### src/rtl/pcs_40g_tx_framer_if.sv
// MAC-side 256-bit frame stream into the 40G PCS transmit framer.
// master = MAC source, slave = framer.
interface pcs_40g_tx_framer_if #(
  parameter int unsigned XGMII_DATA_W = 256,
  parameter int unsigned XGMII_KEEP_W = 32
);
  logic                    s_valid_i;
  logic                    s_ready_o;
  logic [XGMII_DATA_W-1:0] s_data_i;
  logic [XGMII_KEEP_W-1:0] s_keep_i;
  logic                    s_last_i;
  logic                    s_err_i;

  modport master (
    output s_valid_i, s_data_i, s_keep_i, s_last_i, s_err_i,
    input  s_ready_o
  );

  modport slave (
    input  s_valid_i, s_data_i, s_keep_i, s_last_i, s_err_i,
    output s_ready_o
  );
endinterface

### src/rtl/pcs_40g_tx_framer.sv
// Frames a MAC stream into per-lane start/data/term/idle blocks for the 40G PCS TX path.
// Optional PCS_TX_UNDERRUN_ABORT_EN: an underrun aborts the frame and drops the rest of it.
module pcs_40g_tx_framer #(
  parameter int unsigned LANE_N       = 4,
  parameter int unsigned DATA_W       = 64,
  parameter int unsigned KEEP_W       = DATA_W / 8,
  parameter int unsigned XGMII_DATA_W = LANE_N * DATA_W,
  parameter int unsigned XGMII_KEEP_W = LANE_N * KEEP_W
) (
  input  logic                    clk,
  input  logic                    nreset,
  pcs_40g_tx_framer_if.slave      s,
  input  logic                    pcs_ready_i,
  output logic [LANE_N-1:0]       ctrl_v_o,
  output logic [LANE_N-1:0]       idle_v_o,
  output logic [LANE_N-1:0]       start_v_o,
  output logic [LANE_N-1:0]       term_v_o,
  output logic [LANE_N-1:0]       err_v_o,
  output logic [XGMII_DATA_W-1:0] data_o,
  output logic [XGMII_KEEP_W-1:0] keep_o
);
  localparam int unsigned       MW         = (KEEP_W > 1) ? $clog2(KEEP_W) : 1;
  localparam logic [DATA_W-1:0] START_WORD = DATA_W'(64'hD555_5555_5555_5555);

`ifdef PCS_TX_UNDERRUN_ABORT_EN
  typedef enum logic [2:0] {ST_IDLE, ST_DATA, ST_TAIL, ST_GAP, ST_DROP} state_t;
`else
  typedef enum logic [1:0] {ST_IDLE, ST_DATA, ST_TAIL, ST_GAP} state_t;
`endif
  typedef enum logic [2:0] {K_DATA, K_IDLE, K_START, K_TERM, K_ERR} kind_t;

  state_t            state, nxt_state;
  logic [DATA_W-1:0] residual, nxt_residual;
  logic              tail_ovf, nxt_tail_ovf;
  logic [MW-1:0]     tail_m, nxt_tail_m;
  logic              tail_err, nxt_tail_err;
  logic              accepts;

  kind_t             kind  [LANE_N];
  logic [DATA_W-1:0] ldata [LANE_N];
  logic [KEEP_W-1:0] lkeep [LANE_N];

  logic [LANE_N-1:0]       n_ctrl, n_idle, n_start, n_term, n_err;
  logic [XGMII_DATA_W-1:0] n_data;
  logic [XGMII_KEEP_W-1:0] n_keep;
  int unsigned             nb, t_lane, m_bytes;

  function automatic logic [KEEP_W-1:0] low_keep(input int unsigned m);
    low_keep = '0;
    for (int unsigned i = 0; i < KEEP_W; i++) low_keep[i] = (i < m);
  endfunction

  function automatic logic [DATA_W-1:0] low_bytes(input logic [DATA_W-1:0] d, input int unsigned m);
    low_bytes = '0;
    for (int unsigned i = 0; i < KEEP_W; i++)
      if (i < m) low_bytes[i*8 +: 8] = d[i*8 +: 8];
  endfunction

  always_comb begin
    accepts = (state == ST_IDLE) || (state == ST_DATA);
`ifdef PCS_TX_UNDERRUN_ABORT_EN
    if (state == ST_DROP) accepts = 1'b1;
`endif
  end

  assign s.s_ready_o = nreset & pcs_ready_i & accepts;

  always_comb begin
    nxt_state    = state;
    nxt_residual = residual;
    nxt_tail_ovf = tail_ovf;
    nxt_tail_m   = tail_m;
    nxt_tail_err = tail_err;
    for (int unsigned k = 0; k < LANE_N; k++) begin
      kind[k]  = K_IDLE;
      ldata[k] = '0;
      lkeep[k] = '0;
    end

    // Frame end position: /T/ sits t lanes in, counting the leading start/residual lane.
    nb = 0;
    for (int unsigned i = 0; i < XGMII_KEEP_W; i++) if (s.s_keep_i[i]) nb++;
    t_lane  = (nb + KEEP_W) / KEEP_W;
    m_bytes = (nb + KEEP_W) % KEEP_W;

    case (state)
      ST_IDLE, ST_DATA: begin
        if (s.s_valid_i) begin
          kind[0]  = (state == ST_IDLE) ? K_START : K_DATA;
          ldata[0] = residual;
          for (int unsigned k = 1; k < LANE_N; k++) begin
            kind[k]  = K_DATA;
            ldata[k] = s.s_data_i[(k-1)*DATA_W +: DATA_W];
          end
          nxt_residual = s.s_data_i[(LANE_N-1)*DATA_W +: DATA_W];
          nxt_state    = ST_DATA;
          if (s.s_last_i) begin
            if (t_lane < LANE_N) begin
              for (int unsigned k = 1; k < LANE_N; k++) begin
                if (k == t_lane) begin
                  kind[k]  = s.s_err_i ? K_ERR : K_TERM;
                  ldata[k] = s.s_err_i ? '0 : low_bytes(ldata[k], m_bytes);
                  lkeep[k] = s.s_err_i ? '0 : low_keep(m_bytes);
                end else if (k > t_lane) begin
                  kind[k]  = K_IDLE;
                  ldata[k] = '0;
                end
              end
              nxt_state = ST_GAP;
            end else begin
              nxt_state    = ST_TAIL;
              nxt_tail_ovf = (t_lane > LANE_N);
              nxt_tail_m   = MW'(m_bytes);
              nxt_tail_err = s.s_err_i;
            end
          end
        end else if (state == ST_DATA) begin
          for (int unsigned k = 0; k < LANE_N; k++) kind[k] = K_ERR;
`ifdef PCS_TX_UNDERRUN_ABORT_EN
          nxt_state = ST_DROP;
`endif
        end
      end
      ST_TAIL: begin
        if (tail_ovf) begin
          kind[0]  = K_DATA;
          ldata[0] = residual;
          kind[1]  = tail_err ? K_ERR : K_TERM;
        end else begin
          kind[0] = tail_err ? K_ERR : K_TERM;
          if (!tail_err) begin
            ldata[0] = low_bytes(residual, 32'(tail_m));
            lkeep[0] = low_keep(32'(tail_m));
          end
        end
        nxt_state = ST_GAP;
      end
      ST_GAP: nxt_state = ST_IDLE;
`ifdef PCS_TX_UNDERRUN_ABORT_EN
      ST_DROP: if (s.s_valid_i && s.s_last_i) nxt_state = ST_GAP;
`endif
      default: nxt_state = ST_IDLE;
    endcase

    n_ctrl  = '0;
    n_idle  = '0;
    n_start = '0;
    n_term  = '0;
    n_err   = '0;
    n_data  = '0;
    n_keep  = '0;
    for (int unsigned k = 0; k < LANE_N; k++) begin
      n_ctrl[k]  = (kind[k] != K_DATA);
      n_idle[k]  = (kind[k] == K_IDLE);
      n_start[k] = (kind[k] == K_START);
      n_term[k]  = (kind[k] == K_TERM);
      n_err[k]   = (kind[k] == K_ERR);
      case (kind[k])
        K_START: n_data[k*DATA_W +: DATA_W] = START_WORD;
        K_DATA,
        K_TERM:  n_data[k*DATA_W +: DATA_W] = ldata[k];
        default: n_data[k*DATA_W +: DATA_W] = '0;
      endcase
      case (kind[k])
        K_START,
        K_DATA:  n_keep[k*KEEP_W +: KEEP_W] = '1;
        K_TERM:  n_keep[k*KEEP_W +: KEEP_W] = lkeep[k];
        default: n_keep[k*KEEP_W +: KEEP_W] = '0;
      endcase
    end
  end

  always_ff @(posedge clk) begin
    if (!nreset) begin
      state     <= ST_IDLE;
      residual  <= '0;
      tail_ovf  <= 1'b0;
      tail_m    <= '0;
      tail_err  <= 1'b0;
      ctrl_v_o  <= '1;
      idle_v_o  <= '1;
      start_v_o <= '0;
      term_v_o  <= '0;
      err_v_o   <= '0;
      data_o    <= '0;
      keep_o    <= '0;
    end else if (pcs_ready_i) begin
      state     <= nxt_state;
      residual  <= nxt_residual;
      tail_ovf  <= nxt_tail_ovf;
      tail_m    <= nxt_tail_m;
      tail_err  <= nxt_tail_err;
      ctrl_v_o  <= n_ctrl;
      idle_v_o  <= n_idle;
      start_v_o <= n_start;
      term_v_o  <= n_term;
      err_v_o   <= n_err;
      data_o    <= n_data;
      keep_o    <= n_keep;
    end
  end
endmodule

### src/flat_wrapper.sv
// flat-port wrapper written by rule: the top's interface ports become plain ports
module pcs_40g_tx_framer_flat 
#(
  parameter int unsigned LANE_N       = 4,
  parameter int unsigned DATA_W       = 64,
  parameter int unsigned KEEP_W       = DATA_W / 8,
  parameter int unsigned XGMII_DATA_W = LANE_N * DATA_W,
  parameter int unsigned XGMII_KEEP_W = LANE_N * KEEP_W
)
  (clk, nreset, pcs_ready_i, ctrl_v_o, idle_v_o, start_v_o, term_v_o, err_v_o, data_o, keep_o, s_s_valid_i, s_s_data_i, s_s_keep_i, s_s_last_i, s_s_err_i, s_s_ready_o);
  pcs_40g_tx_framer_if #(.XGMII_DATA_W(XGMII_DATA_W), .XGMII_KEEP_W(XGMII_KEEP_W)) s_i ();
  input  logic clk;
  input  logic nreset;
  input  logic pcs_ready_i;
  output logic [LANE_N-1:0] ctrl_v_o;
  output logic [LANE_N-1:0] idle_v_o;
  output logic [LANE_N-1:0] start_v_o;
  output logic [LANE_N-1:0] term_v_o;
  output logic [LANE_N-1:0] err_v_o;
  output logic [XGMII_DATA_W-1:0] data_o;
  output logic [XGMII_KEEP_W-1:0] keep_o;
  input wire logic [$bits(s_i.s_valid_i)-1:0] s_s_valid_i;
  input wire logic [$bits(s_i.s_data_i)-1:0] s_s_data_i;
  input wire logic [$bits(s_i.s_keep_i)-1:0] s_s_keep_i;
  input wire logic [$bits(s_i.s_last_i)-1:0] s_s_last_i;
  input wire logic [$bits(s_i.s_err_i)-1:0] s_s_err_i;
  output wire logic [$bits(s_i.s_ready_o)-1:0] s_s_ready_o;
  assign s_i.s_valid_i = s_s_valid_i;
  assign s_i.s_data_i = s_s_data_i;
  assign s_i.s_keep_i = s_s_keep_i;
  assign s_i.s_last_i = s_s_last_i;
  assign s_i.s_err_i = s_s_err_i;
  assign s_s_ready_o = s_i.s_ready_o;
  pcs_40g_tx_framer #(.LANE_N(LANE_N), .DATA_W(DATA_W), .KEEP_W(KEEP_W), .XGMII_DATA_W(XGMII_DATA_W), .XGMII_KEEP_W(XGMII_KEEP_W)) u_core (.clk(clk), .nreset(nreset), .s(s_i), .pcs_ready_i(pcs_ready_i), .ctrl_v_o(ctrl_v_o), .idle_v_o(idle_v_o), .start_v_o(start_v_o), .term_v_o(term_v_o), .err_v_o(err_v_o), .data_o(data_o), .keep_o(keep_o));
endmodule
### config.mk
export PLATFORM = sky130hd
export DESIGN_NAME = pcs_40g_tx_framer_flat
export DESIGN_NICKNAME = d
export VERILOG_FILES = /design/src/rtl/pcs_40g_tx_framer_if.sv /design/src/rtl/pcs_40g_tx_framer.sv /design/src/flat_wrapper.sv
export SDC_FILE = /design/constraint.sdc
export NUM_CORES = 1
export LEC_CHECK = 0
export BUFFER_PORTS_ARGS = -buffer_cell sky130_fd_sc_hd__buf_2
export CAP_MARGIN = 20
export CORE_AREA = 4 4 231 233
export CTS_CLUSTER_DIAMETER = 40
export DETAILED_ROUTE_END_ITERATION = 16
export DIE_AREA = 0 0 235 237
export GPL_TIMING_DRIVEN = 0
export SYNTH_ARGS = -nofsm -noshare
export SYNTH_HDL_FRONTEND = slang
export SYNTH_SLANG_ARGS = --single-unit
export TNS_END_PERCENT = 10
### constraint.sdc
create_clock -name clk -period 20.5 [get_ports clk]
set_clock_uncertainty 0.05 [all_clocks]
set_input_delay 1.025 -clock clk [delete_from_list [all_inputs] [get_ports clk]]
set_output_delay 1.025 -clock clk [all_outputs]
set_load 0.1 [all_outputs]
-- Word-level counts from Yosys, hierarchy flattened
Index checks and enable logic that the tools add are counted.
- bits in registers: 379
- input port bits: 294
- output and inout bits: 309
- word-level logic and storage cells: 231
- add/subtract/negate cells: 32
- $lt $le $gt $ge: 20
- eq/ne operators: 23
- muxes and demuxes: 119
- bitwise logic cells: 3
- reduce and logical (&&, ||, !) cells: 22
- operators with widths (kind ; count):
    2-to-1 mux 32 bit ; 31
    adder 32 x 1 -> 32 bit, second input constant ; 30
    2-to-1 mux 64 bit ; 10
    case mux 64 bit (2 select lines) ; 5
    2-to-1 mux 192 bit ; 3
    2-to-1 mux 8 bit ; 37
    2-to-1 mux 256 bit ; 1
    2-to-1 mux 24 bit ; 4
    case mux 8 bit (2 select lines) ; 4
    equality test 2 x 29 -> 1 bit, first input constant ; 2
    greater-than comparator 2 x 29 -> 1 bit, first input constant ; 2
    2-to-1 mux 56 bit ; 1
    adder 32 x 4 -> 32 bit, second input constant ; 1
    equality test 1 x 29 -> 1 bit, first input constant ; 1
    greater-than comparator 1 x 29 -> 1 bit, first input constant ; 1
    greater-than comparator 29 x 3 -> 1 bit, second input constant ; 1
    < comparator 29 x 3 -> 1 bit, second input constant ; 1
    equality test 3 x 2 -> 1 bit, second input constant ; 8
    2-to-1 mux 12 bit ; 2
    < comparator 3 bit, first input constant ; 7
    2-to-1 mux 3 bit ; 7
    2-to-1 mux 9 bit ; 2
    OR reduction 2 bit ; 9
    equality test 3 x 1 -> 1 bit, second input constant ; 4
    other kinds (22) ; 45

-- Longest topological paths before layout
Gate-level depths: netlist (run 1).
- depth in word-level cells: 74
- depth in mapped cells: 102
- depth with buffers taken out: 101

-- Worst setup path before layout (run 1)
OpenSTA, ideal clock, no wires.
- kind: input -> register
- from: input s_s_keep_i[0]
- to: register u_core.data_o[64]
- library setup time: 118 ps
- arrival time: 20171 ps
- required time: 20332 ps
- setup slack: 162 ps
- cell stages on the path: 100
- buffers on the path: 1
- cells stage by stage: inv_1 -> ha_1 -> xnor2_1 -> xnor2_1 -> ha_1 -> inv_1 -> a32oi_1 -> and2_0 -> ha_1 -> mux2_2 -> ha_1 -> a21o_1 -> a31o_2 -> ha_1 -> nand2b_1 -> o21a_1 -> ha_1 -> nand2_1 -> [... 64 more ...] -> inv_1 -> ha_1 -> nand2_1 -> o21ai_0 -> ha_1 -> nand2_1 -> nor2b_1 -> a21oi_1 -> xor2_1 -> nand2_1 -> a221oi_1 -> xnor3_1 -> nor4_2 -> o221ai_2 -> nor4_1 -> buf_4 -> a21oi_1 -> a22o_1
- longest elaborated chain between the ends: 74
- elaborated cells on any way between the ends: 87
- those cells by class: 32 x add/sub; 3 x order compare; 3 x eq/ne; 47 x mux; 2 x reduce/logical
- RTL lines (element ; line ; source):
    start, declared ; flat_wrapper.sv:24 ; input wire logic [$bits(s_i.s_keep_i)-1:0] s_s_keep_i;
    2-to-1 mux 1 bit (*) ; pcs_40g_tx_framer.sv:82 ; for (int unsigned i = 0; i < XGMII_KEEP_W; i++) if (s.s_keep_i[i]) nb++;
    adder 1 x 1 -> 2 bit ; pcs_40g_tx_framer.sv:82 ;
    2-to-1 mux 32 bit (*) ; pcs_40g_tx_framer.sv:82 ;
    adder 32 x 1 -> 32 bit ; pcs_40g_tx_framer.sv:82 ;
    2-to-1 mux 32 bit (*) ; pcs_40g_tx_framer.sv:82 ;
    adder 32 x 1 -> 32 bit ; pcs_40g_tx_framer.sv:82 ;
    2-to-1 mux 32 bit (*) ; pcs_40g_tx_framer.sv:82 ;
    adder 32 x 1 -> 32 bit ; pcs_40g_tx_framer.sv:82 ;
    [... 58 more ...] ; n/a ;
    2-to-1 mux 3 bit ; pcs_40g_tx_framer.sv:100 ; if (k == t_lane) begin
    2-to-1 mux 9 bit ; pcs_40g_tx_framer.sv:98 ; if (t_lane < LANE_N) begin
    2-to-1 mux 9 bit ; pcs_40g_tx_framer.sv:97 ; if (s.s_last_i) begin
    2-to-1 mux 12 bit ; pcs_40g_tx_framer.sv:88 ; if (s.s_valid_i) begin
    case mux 6 bit (2 select lines) ; pcs_40g_tx_framer.sv:86 ; case (state)
    equality test 3 x 2 -> 1 bit / logical NOT 3 bit (equally long branches) ; pcs_40g_tx_framer.sv:158 ; case (kind[k])
    OR reduction 2 bit ; pcs_40g_tx_framer.sv:158 ;
    case mux 64 bit (2 select lines) (*) ; pcs_40g_tx_framer.sv:158 ;
    end signal, assigned ; pcs_40g_tx_framer.sv:198 ; data_o <= n_data;
    end, declared ; pcs_40g_tx_framer.sv:19 ; output logic [XGMII_DATA_W-1:0] data_o,
Mark *: on every way between the ends. The rest lies on a longest branch, timed or not.
A chain may end at the register's enable or synchronous reset.

-- Worst setup path after layout (run 1)
- from: input s_s_keep_i[1]
- to: register u_core.keep_o[16]
- longest elaborated chain between the ends: 72
- elaborated cells on any way between the ends: 83
- those cells by class: 31 x add/sub; 3 x order compare; 3 x eq/ne; 44 x mux; 2 x reduce/logical
- RTL lines (element ; line ; source):
    2-to-1 mux 32 bit (*) ; pcs_40g_tx_framer.sv:82 ;
    adder 32 x 1 -> 32 bit ; pcs_40g_tx_framer.sv:82 ;
    2-to-1 mux 32 bit (*) ; pcs_40g_tx_framer.sv:82 ;
    adder 32 x 1 -> 32 bit ; pcs_40g_tx_framer.sv:82 ;
    2-to-1 mux 32 bit (*) ; pcs_40g_tx_framer.sv:82 ;
    adder 32 x 1 -> 32 bit ; pcs_40g_tx_framer.sv:82 ;
    2-to-1 mux 32 bit (*) ; pcs_40g_tx_framer.sv:82 ;
    adder 32 x 1 -> 32 bit ; pcs_40g_tx_framer.sv:82 ;
    [... 56 more ...] ; n/a ;
    2-to-1 mux 3 bit ; pcs_40g_tx_framer.sv:100 ;
    2-to-1 mux 9 bit ; pcs_40g_tx_framer.sv:98 ;
    2-to-1 mux 9 bit ; pcs_40g_tx_framer.sv:97 ;
    2-to-1 mux 12 bit ; pcs_40g_tx_framer.sv:88 ;
    2-to-1 mux 6 bit ; pcs_40g_tx_framer.sv:86 ;
    equality test 3 x 2 -> 1 bit / logical NOT 3 bit (equally long branches) ; pcs_40g_tx_framer.sv:164 ; case (kind[k])
    OR reduction 2 bit ; pcs_40g_tx_framer.sv:164 ;
    case mux 8 bit (2 select lines) (*) ; pcs_40g_tx_framer.sv:164 ;
    end signal, assigned ; pcs_40g_tx_framer.sv:199 ; keep_o <= n_keep;
    end, declared ; pcs_40g_tx_framer.sv:20 ; output logic [XGMII_KEEP_W-1:0] keep_o
Marked as above.

==> metrics.md, run 1 <==
| Metric | Value |
|---|---|
| Status | `complete, no violations` |
| Site row count | `83` |
| Vias in the first global route | `18.1k` |
| DR vias | `18.6k` |
| Ranking of synthesized cells by area | `dfxtp_1 (40%), a22o_1 (7.7%), nand2_1 (5.1%), xnor2_1 (4.2%), a21boi_0 (3.1%)` |
| GR Util All Layers | `0.248` |
| Slew Limit Fails | `0` |
| Crit path kind | `in -> reg` |
| Startpoint types | `primary input` |
| Total number of yosys warnings | `0` |
| Post-DP Area | `22600 um^2` |
| Post-synthesis average cell area | `9.14 um^2` |
| Most frequent cells in the layout | `buf_2 (586), dfxtp_1 (379), nand2_1 (251), a22o_1 (165), clkbuf_1 (107)` |
| Yosys reg bits | `379` |
| Starting Density | `0.368` |
| Slew Limit Headroom | `0.280` |
| Root Buffer Master | `clkbuf_16` |
| Period utilisation layout | `0.956` |
| Synth Instances | `2060` |
| Largest net degree at the start of global routing | `17` |
| Final Hold Slack | `0.397 ns` |
| Syn nets | `2388` |
| RD Place Congestion | `0.911` |
| Vias per cell | `5.33` |
| Number of flops mapped to enable cells by yosys | `0` |
| Reg clk slew, reported paths | `0.06 ns` |
| GRT overflow | `0` |
| Drt first pass iters | `5` |
| HP Class | `reg -> reg` |
| Post-synth top area cell | `dfxtp_1` |
| DRC viols | `0` |
| Synthesized cell area | `18800 um^2` |
| H-tree level count | `2` |
| DIE HEIGHT | `237 um` |
| Async SR Flop Fraction | `0` |
| Final hold viol count | `0` |
| Clock tree from TritonCTS | `built` |
| Layout cell share with drive strength beyond 1 | `0.316` |
| CP Data Arrival Time | `20.09 ns` |
| First-pass GRT wire length | `110000 um` |
| Max Freq | `0.0510 GHz` |
| Die area | `55700 um^2` |
| Detailed-route wire length | `73700 um` |
| Layout net count | `3077` |
| CORE AREA | `51200 um^2` |
| DP HPWL | `59100 um` |
| Hold buffer count at cts | `0` |
| Initial antenna violation count | `20` |
| IO buf count | `579` |
| Tmin final | `19.60 ns` |
| Top cell type's share of synthesized area | `0.403` |
| Required time worst endpoint | `20.99 ns` |
| Most common cell after layout, fill and taps aside | `buf_2` |
| Max Fanout on Critical Path | `10` |
| Num CTS Buffers | `59` |
| Avg WL per Cell | `21.1 um` |
| CP dominant cell by count | `ha_1` |
| Post-synthesis sequential area ratio | `0.403` |
| Crit end category | `register` |
| Clk_lat worst skew | `0.59 ns` |
| Crit-path slowest cell | `or3_4` |
| CP max stage delay | `0.43 ns` |
| Final setup violation count | `0` |
| ANT nets after route | `0` |
| Worst-Margin Slew | `1.08 ns` |
| Fin area | `25900 um^2` |
| Clock Sinks | `379` |
| Number of DRC markers in iteration 0 | `1003` |
| I/O pin total | `603` |
| MaxCap Viol Count | `0` |
| Clk buf depth | `3` |
| Number of distinct library cells after synthesis | `94` |
| Die width | `235 um` |
| Top_reg_cell synth | `dfxtp_1` |
| TNS Setup | `0 ns` |
| Area delta synth->final | `37.4%` |
-- synth_stat cells, drive strengths merged, types with 7 or more instances --
master and number:
nand3 40, a22o 165, clkbuf 107, o21a 20
nor2 77, o21ai 49, xnor2 98, nand3b 7
xor2 55, mux2i 25, a21boi 81, a32o 25
nor3 22, dfxtp 379, o31ai 9, mux2 7
nand4 11, nor4 8, nor2b 89, or2 11
buf 13, a21oi 79, xnor3 11, inv 56
and2 28, a31oi 20, o211ai 9, nand2b 26
a221oi 30, or3 14, a22oi 30, a211oi 8
ha 34, a21o 24, nor3b 8, and3 19
nand2 255
-- cell type report --
class                      count  area [um^2]
fill                        4880        25300
multi-input combinational   1505        11300
sequential                   379         7590
timing repair buffer         627         3300
clock buffer                  65         1550
tap                          680          851
clock inverter                47          552
buffer                       120          482
inverter                      57          214
antenna                       11         27.5
-- timing repair --
item	in CTS	in global routing
cloned	1	0
setup buffers	21	21
resized for setup	79	53
endpoints found under the setup margin	234	234
pin swaps	13	23
-- routing by layer --
layer,share of wire,GRT usage,vias up
met5,0.00018,0,-
met4,0.031,0.0793,2
met3,0.058,0.0487,123
met2,0.50,0.439,563
met1,0.41,0.304,9002
li1,-,-,8914
-- kinds of logic (layout without fill, tap and decap cells) --
kind of cell	after synthesis	after routing	share of synthesized area
buffers and inverters	177	916	0.0360
xor gates and xnor gates	167	167	0.0930
and+or+nand+nor	643	644	0.172
other	0	11	0
adders and majority gates	34	34	0.0226
DFF	379	379	0.403
muxes	32	32	0.0177
AOI/OAI and AO/OA	628	628	0.256
-- worst max-delay path, delay by kind of cell --
family                     cells  cell delay (ns)
AOI/OAI and AO/OA             27             4.23
xor gates and xnor gates       2             0.36
adders and majority gates     29             7.81
buffers and inverters         14             1.51
muxes                          5             1.15
and+or+nand+nor               27             4.00
-- registers in the layout, indices dropped and copies added, names as in the netlist --
| name | cells |
|---|---|
| u_core.idle_v_o | 4 |
| u_core.keep_o | 32 |
| u_core.term_v_o | 4 |
| u_core.err_v_o | 4 |
| u_core.tail_m | 3 |
| u_core.residual | 64 |
| u_core.tail_ovf | 1 |
| u_core.start_v_o | 4 |
| u_core.state | 2 |
| u_core.data_o | 256 |
| u_core.tail_err | 1 |
| u_core.ctrl_v_o | 4 |
-- metrics by stage --
step	std cells	utilization	setup WS, ns
6_report	3491	0.506	0.901
5_1_grt	3490	0.505	-0.131
4_1_cts	3458	0.495	0.0244
3_5_place_dp	3324	0.442	-2.75
3_3_place_gp	3319	0.441	-2.29
2_1_floorplan	2060	-	0.162
-- final timing paths --
| path | startpoint | end | slack (ns) | depth (start not counted) |
|---|---|---|---|---|
| setup reg to reg | u_core.state[1]$_SDFFE_PN0P_ | u_core.data_o[40]$_SDFFE_PN0P_ | 17.11 | 8 |
| setup / recovery | s_s_keep_i[1] | u_core.keep_o[16]$_SDFFE_PN0P_ | 0.90 | 104 |
| hold / removal | u_core.keep_o[19]$_SDFFE_PN0P_ | u_core.keep_o[19]$_SDFFE_PN0P_ | 0.40 | 1 |
| hold reg to reg | u_core.keep_o[19]$_SDFFE_PN0P_ | u_core.keep_o[19]$_SDFFE_PN0P_ | 0.40 | 1 |
Power of run 1 is left out: the tool's default activity adds up to more than one toggle a clock period on the data nets, which glitch-free logic cannot reach.
==> run 2, diff against run 1 <==
- CORE_AREA: 4 4 231 233 -> 2 2 236 238
- DIE_AREA: 0 0 235 237 -> 0 0 238 240
==> run 2 against run 1 <==
First-iteration DRC count is 7.7% higher; register-to-register slack better by 0.03 ns; sequential share of layout area is 0.46 points higher; largest cell class unchanged; die area is 2.6% higher; final area is 1.6% lower; final cell count is 0.49% higher.
==> metrics.md, run 2 (synthesis gave the netlist of run 1 again) <==
| Metric | Value |
|---|---|
| DP HPWL | `56600 um (-4.2%)` |
| Clock Sinks | `379 (unchanged)` |
| Reg clk slew, reported paths | `0.06 ns (about the same)` |
| Clk_lat worst skew | `0.60 ns (about the same)` |
| Slew Limit Headroom | `0.179 (-0.101)` |
| DIE HEIGHT | `240 um (+1.3%)` |
| Tmin final | `19.82 ns (+0.218 ns)` |
| Detailed-route wire length | `71100 um (-3.5%)` |
| Crit path kind | `in -> reg` |
| DRC viols | `0 (unchanged)` |
| CORE AREA | `54700 um^2 (+6.8%)` |
| Hold wc startpoint | `u_core.keep_o[8]$_SDFFE_PN0P_` |
| Final hold viol count | `0 (unchanged)` |
| Critical path launch point | `s_s_keep_i[0]` |
| Vias per cell | `5.32 (-0.15%)` |
| Flop-to-flop setup slack | `17.14 ns (+0.03 ns)` |
| Status | `complete, no violations` |
| Most common cell after layout, fill and taps aside | `buf_2` |
| RD Place Congestion | `0.954 (+4.7%)` |
| Crit-path slowest cell | `or3_1` |
| Final setup violation count | `0 (unchanged)` |
| Largest registers | `u_core.data_o x256, u_core.residual x64, u_core.keep_o x32` |
| Most frequent cells in the layout | `buf_2 (585), dfxtp_1 (379), nand2_1 (252), a22o_1 (165), clkbuf_1 (113)` |
| CP Data Arrival Time | `20.27 ns (+0.18 ns)` |
| Number of DRC markers in iteration 0 | `1080 (+7.7%)` |
| Max Freq | `0.0505 GHz (-1.1%)` |
| Number of flip-flops under the largest register name | `256 (unchanged)` |
| CP max stage delay | `0.49 ns (+0.06 ns)` |
| CP dominant cell by count | `ha_1` |
| TNS Setup | `0 ns (unchanged)` |
| Avg WL per Cell | `20.3 um (-4.0%)` |
| Die width | `238 um (+1.3%)` |
| MaxCap Viol Count | `0 (unchanged)` |
| Initial antenna violation count | `22 (+10%)` |
| Worst-Margin Slew | `1.23 ns (+0.151 ns)` |
| DR vias | `18.7k (+0.33%)` |
| Area delta synth->final | `35.3%` |
| Clk buf depth | `3 (unchanged)` |
| Root Buffer Master | `clkbuf_16` |
| Drt first pass iters | `5 (unchanged)` |
| Layout net count | `3071 (-0.19%)` |
| DP Cell Count | `3346 (+0.66%)` |
| Period utilisation layout | `0.967 (+0.0106)` |
| Die area | `57100 um^2 (+2.6%)` |
| IO buf count | `579 (unchanged)` |
| Hold buffer count at cts | `0 (unchanged)` |
| Crit end category | `register` |
| GR Util All Layers | `0.233 (-0.0153)` |
| GRT overflow | `0 (unchanged)` |
| Max Fanout on Critical Path | `11 (+1)` |
| H-tree level count | `2 (unchanged)` |
| Required time worst endpoint | `20.95 ns (-0.04 ns)` |
| Slew Limit Fails | `0 (unchanged)` |
| Num CTS Buffers | `52 (-12%)` |
| First-pass GRT wire length | `104000 um (-4.8%)` |
| Reg-to-reg startpoint | `u_core.state[1]$_SDFFE_PN0P_` |
| I/O pin total | `603 (unchanged)` |
| Vias in the first global route | `17.6k (-2.7%)` |
| Site row count | `86 (+3.6%)` |
| HP Class | `reg -> reg` |
| Layout cell share with drive strength beyond 1 | `0.308 (-0.00846)` |
| Fill cells | `5338 (+9.4%)` |
| ANT nets after route | `0 (unchanged)` |
| Cell Count, Final, Fillers Out | `3508 (+0.49%)` |
| Clock tree from TritonCTS | `built` |
| Startpoint types | `primary input` |
| Top reg by flops | `u_core.data_o` |
| Starting Density | `0.345 (-0.0233)` |
| Largest net degree at the start of global routing | `16 (-1)` |
run 2: path summary, 6_finish.rpt:
path                                                        end  depth (start not counted)
worst max-delay path            u_core.data_o[191]$_SDFFE_PN0P_                        100
worst min-delay path              u_core.keep_o[8]$_SDFFE_PN0P_                          1
worst max register to register   u_core.data_o[42]$_SDFFE_PN0P_                          8
worst min register to register    u_core.keep_o[8]$_SDFFE_PN0P_                          1
run 2: cell type report:
class	count	area, um^2	area share
antenna	18	45.0	0.00177
buffer	120	497	0.0195
clock buffer	63	1370	0.0539
clock inverter	34	350	0.0137
inverter	57	214	0.00840
multi-input combinational	1505	11200	0.440
sequential	379	7590	0.298
tap	704	881	0.0346
timing repair buffer	628	3330	0.131
run 2: metrics by stage:
step | util | cell area (um^2) | hold WS, ns | setup WS [ns]
after global routing | 0.466 | 25500 | 0.405 | -0.290
final | 0.466 | 25500 | 0.399 | 0.683
after CTS | 0.455 | 24900 | 0.400 | 0.0208
after detailed placement | 0.414 | 22600 | 0.386 | -2.74
after global placement | 0.414 | 22600 | 0.380 | -2.28
after floorplan | - | 18800 | 0.385 | 0.162
run 2: worst max-delay path: cells and delay by family:
family          cells  cell delay [ns]
simple gates       24             3.72
compound gates     25             4.15
xor+xnor            2             0.32
fa+ha+maj          28             7.90
buf+inv            15             1.77
mux                 6             1.36
run 2: routing by layer:
| layer | wire, um | vias to the layer above | global-route usage | part of all wire |
|---|---|---|---|---|
| li1 | - | 8896 | - | - |
| met1 | 29400 | 9024 | 0.286 | 0.41 |
| met2 | 35000 | 596 | 0.407 | 0.49 |
| met3 | 3870 | 148 | 0.0386 | 0.054 |
| met4 | 2840 | 2 | 0.0938 | 0.040 |
| met5 | 13 | - | 0 | 0.00018 |
run 2: what timing repair did:
item / in CTS / in global routing
endpoints found under the setup margin: 234 / 234
buffers inserted: 24 / 21
gates cloned: 1 / 1
gates resized for setup: 71 / 55
pin swaps: 18 / 23
Power of run 2 is left out for the same reason.
==> run 3, diff against run 2 <==
- ABC_AREA: default -> 1
- CORE_AREA: 2 2 236 238 -> 2 2 233 235
- CTS_CLUSTER_SIZE: default -> 10
- DIE_AREA: 0 0 238 240 -> 0 0 235 237
- PLACE_DENSITY: default -> 0.66
==> run 3 against run 2 <==
Worst setup slack improved by 0.35 ns; routed wire length grew 19%; synthesized cell count increased by 56%; final cell count rose by 33%; largest cell class unchanged; flip-flop and latch count unchanged; synthesized area increased by 12%.
==> metrics.md, run 3 <==
| Metric | Value |
|---|---|
| Status | `complete, no violations` |
| Post-synth top area cell | `dfxtp_1` |
| Worst-Margin Slew | `0.975 ns (-0.255 ns)` |
| Detailed-route wire length | `84200 um (+19%)` |
| Area delta synth->final | `32.6%` |
| Vias in the first global route | `21.9k (+24%)` |
| Most frequent cells in the layout | `nand2_1 (688), buf_2 (612), nor2_1 (426), dfxtp_1 (379), nand3_1 (285)` |
| Reg2Reg Depth | `11 (+3)` |
| Reg-to-reg startpoint | `u_core.state[1]$_SDFFE_PN0P_` |
| IO buf count | `602 (+4.0%)` |
| Crit-path slowest cell | `nor2_1` |
| Peak VDD IR | `0.191 mV` |
| Synthesized cell area | `21200 um^2 (+12%)` |
| ANT nets after route | `0 (unchanged)` |
| Crit path kind | `in -> reg` |
| Number of distinct library cells after synthesis | `50 (-47%)` |
| Async SR Flop Fraction | `0 (unchanged)` |
| Yosys reg bits | `379 (unchanged)` |
| Die width | `235 um (-1.3%)` |
| Syn nets | `3546 (+48%)` |
| Drt first pass iters | `6 (+1)` |
| Starting Density | `0.397 (+0.0528)` |
| Post-synthesis sequential area ratio | `0.358 (-0.0445)` |
| Tmin final | `19.47 ns (-0.348 ns)` |
| Required time worst endpoint | `20.91 ns (-0.04 ns)` |
| Slew Limit Fails | `0 (unchanged)` |
| H-tree level count | `3 (+1)` |
| Flop-to-flop setup slack | `17.50 ns (+0.36 ns)` |
| CP max stage delay | `0.40 ns (-0.09 ns)` |
| Layout cell share with drive strength beyond 1 | `0.270 (-0.0380)` |
| Period utilisation layout | `0.950 (-0.0170)` |
| Clk buf depth | `3 (unchanged)` |
| GRT overflow | `0 (unchanged)` |
| CP dominant cell by count | `ha_1` |
| Root Buffer Master | `clkbuf_16` |
| Reg clk slew, reported paths | `0.04 ns (-0.02 ns)` |
| Pwr Total | `5.69 mW` |
| Number of flops mapped to enable cells by yosys | `0 (unchanged)` |
| Hold wc startpoint | `u_core.start_v_o[3]$_SDFFE_PN0P_` |
| GR Util All Layers | `0.288 (+0.0555)` |
| CORE AREA | `53300 um^2 (-2.5%)` |
| Startpoint types | `primary input` |
| MaxCap Viol Count | `0 (unchanged)` |
| First-pass GRT wire length | `126000 um (+21%)` |
| Site row count | `85 (-1.2%)` |
| Ranking of synthesized cells by area | `dfxtp_1 (36%), nand2_1 (12%), nor2_1 (7.6%), nand3_1 (6.8%), a21oi_1 (6.6%)` |
| Max Freq | `0.0514 GHz (+1.8%)` |
| Crit path max-delay family | `adder cells` |
| Final Hold Slack | `0.382 ns (-0.0176 ns)` |
| Register area | `7590 um^2 (unchanged)` |
| Min-Delay Path Depth | `2 (+1)` |
| Largest net degree at the start of global routing | `12 (-4)` |
| Buf/Inv on CP | `20 (+5)` |
| Top_reg_cell synth | `dfxtp_1` |
| Number of DRC markers in iteration 0 | `1699 (+57%)` |
| DRC viols | `0 (unchanged)` |
| Most common cell after layout, fill and taps aside | `nand2_1` |
| Clk_lat worst skew | `0.61 ns (about the same)` |
| Final hold viol count | `0 (unchanged)` |
| Most common cell in the synthesized netlist | `nand2_1` |
| R2r endpoint | `u_core.data_o[29]$_SDFFE_PN0P_` |
| Top reg by flops | `u_core.data_o` |
| Slew Limit Headroom | `0.345 (+0.166)` |
| Hold EP | `u_core.start_v_o[3]$_SDFFE_PN0P_` |
| I/O pin total | `603 (unchanged)` |
| Post-synthesis average cell area | `6.58 um^2 (-28%)` |
| Initial antenna violation count | `12 (-45%)` |
| TNS Setup | `0 ns (unchanged)` |
| Die area | `55700 um^2 (-2.5%)` |
| DR vias | `24.1k (+29%)` |
| Max Fanout on Critical Path | `7 (-4)` |
| Number of flip-flops under the largest register name | `256 (unchanged)` |
| CP Data Arrival Time | `19.88 ns (-0.39 ns)` |
| Multi-input logic area | `12200 um^2 (+8.5%)` |
| Vias per cell | `5.15 (-3.2%)` |
| DP HPWL | `65700 um (+16%)` |
| Clock tree from TritonCTS | `built` |
| Crit end category | `register` |
| Clock Sinks | `379 (unchanged)` |
| Layout net count | `4240 (+38%)` |
| Avg WL per Cell | `18.0 um (-11%)` |
| RD Place Congestion | `0.950 (-0.45%)` |
| Synth Instances | `3218 (+56%)` |
| Hold buffer count at cts | `0 (unchanged)` |
| Top cell type's share of synthesized area | `0.358 (-0.0445)` |
| Num CTS Buffers | `70 (+35%)` |
| Pwr/cell area | `203 nW/um^2` |
| Pleak | `13.6 nW` |
| Total number of yosys warnings | `0 (unchanged)` |
| Final setup violation count | `0 (unchanged)` |
| HP Class | `reg -> reg` |
| Largest registers | `u_core.data_o x256, u_core.residual x64, u_core.keep_o x32` |
| Fill cells | `5434 (+1.8%)` |
| Synth top cells by count | `nand2_1 (705), nor2_1 (430), dfxtp_1 (379)` |
| DIE HEIGHT | `237 um (-1.3%)` |
==> run 3: area by class of cell <==
class                           instances  share of cell area
Clock buffer                           91              0.0687
Sequential cell                       379               0.270
Multi-Input combinational cell       2394               0.433
Buffer                                160              0.0238
Timing Repair Buffer                  622               0.113
Clock inverter                         36              0.0213
Antenna cell                           10            0.000891
Inverter                              285              0.0384
Tap cell                              696              0.0310
==> run 3: layer usage <==
metal / track usage / wire [um] / up-vias / part of all wire
met4: 0.122 / 3250 / 6 / 0.039
met2: 0.480 / 39400 / 919 / 0.47
li1: - / - / 12000 / -
met5: 0 / 41 / - / 0.00049
met3: 0.0596 / 6120 / 167 / 0.073
met1: 0.362 / 35500 / 11000 / 0.42
==> run 3: cell families after synthesis <==
logic type      count (synthesis)  synth area share
buf+inv                       445            0.0815
xor+xnor                        3           0.00124
compound gates                537             0.133
flops                         379             0.358
fa+ha+maj                      34            0.0201
simple gates                 1820             0.405
==> run 3: worst max-delay path by stage <==
| stage | start | to | cells past startpoint |
|---|---|---|---|
| floorplan | s_s_keep_i[0] | u_core.data_o[76]$_SDFFE_PN0P_ | 118 |
| global placement | s_s_keep_i[0] | u_core.data_o[66]$_SDFFE_PN0P_ | 113 |
| detailed placement | s_s_keep_i[0] | u_core.keep_o[14]$_SDFFE_PN0P_ | 118 |
| CTS | s_s_keep_i[0] | u_core.data_o[76]$_SDFFE_PN0P_ | 119 |
| global route | s_s_keep_i[0] | u_core.keep_o[31]$_SDFFE_PN0P_ | 118 |
| finish | s_s_keep_i[0] | u_core.data_o[64]$_SDFFE_PN0P_ | 114 |
==> run 3: power by group <==
group | internal (mW) | switching [mW] | leakage (nW) | total (mW)
Sequential | 0.880 | 0.0767 | 3.11 | 0.957
Combinational | 0.872 | 2.62 | 9.27 | 3.49
Clock | 0.812 | 0.431 | 1.21 | 1.24
Total | 2.56 | 3.13 | 13.6 | 5.69
==> run 3: metrics by stage <==
stage                     setup WS (ns)  std cells  area [um^2]  utilization
final                              1.03       4673        28100        0.527
after global routing             -0.105       4672        28100        0.527
after CTS                       0.00493       4647        27700        0.519
after detailed placement         -0.984       4519        25100        0.471
after global placement           -0.958       4516        25100        0.470
after floorplan                    1.20       3218        21200            -
==> run 3: worst register-to-register path: stages, from the launching register on <==
cell	delay [ns]
dfxtp_1	0.31
clkbuf_1	0.28
inv_1	0.16
nor2_1	0.35
inv_1	0.13
o21ai_0	0.26
nand2_1	0.14
o31ai_2	0.20
buf_4	0.24
clkbuf_1	0.45
nand3_1	0.19
a21oi_1	0.18
==> run 3: what timing repair did <==
action | 4_1_cts | 5_1_grt
setup endpoints to repair | 153 | 234
pin swaps | 1 | 13
gates resized for setup | 6 | 72
setup buffers | 1 | 16
gates cloned | 0 | 0
No activity file was read; power rests on OpenSTA's default activity.
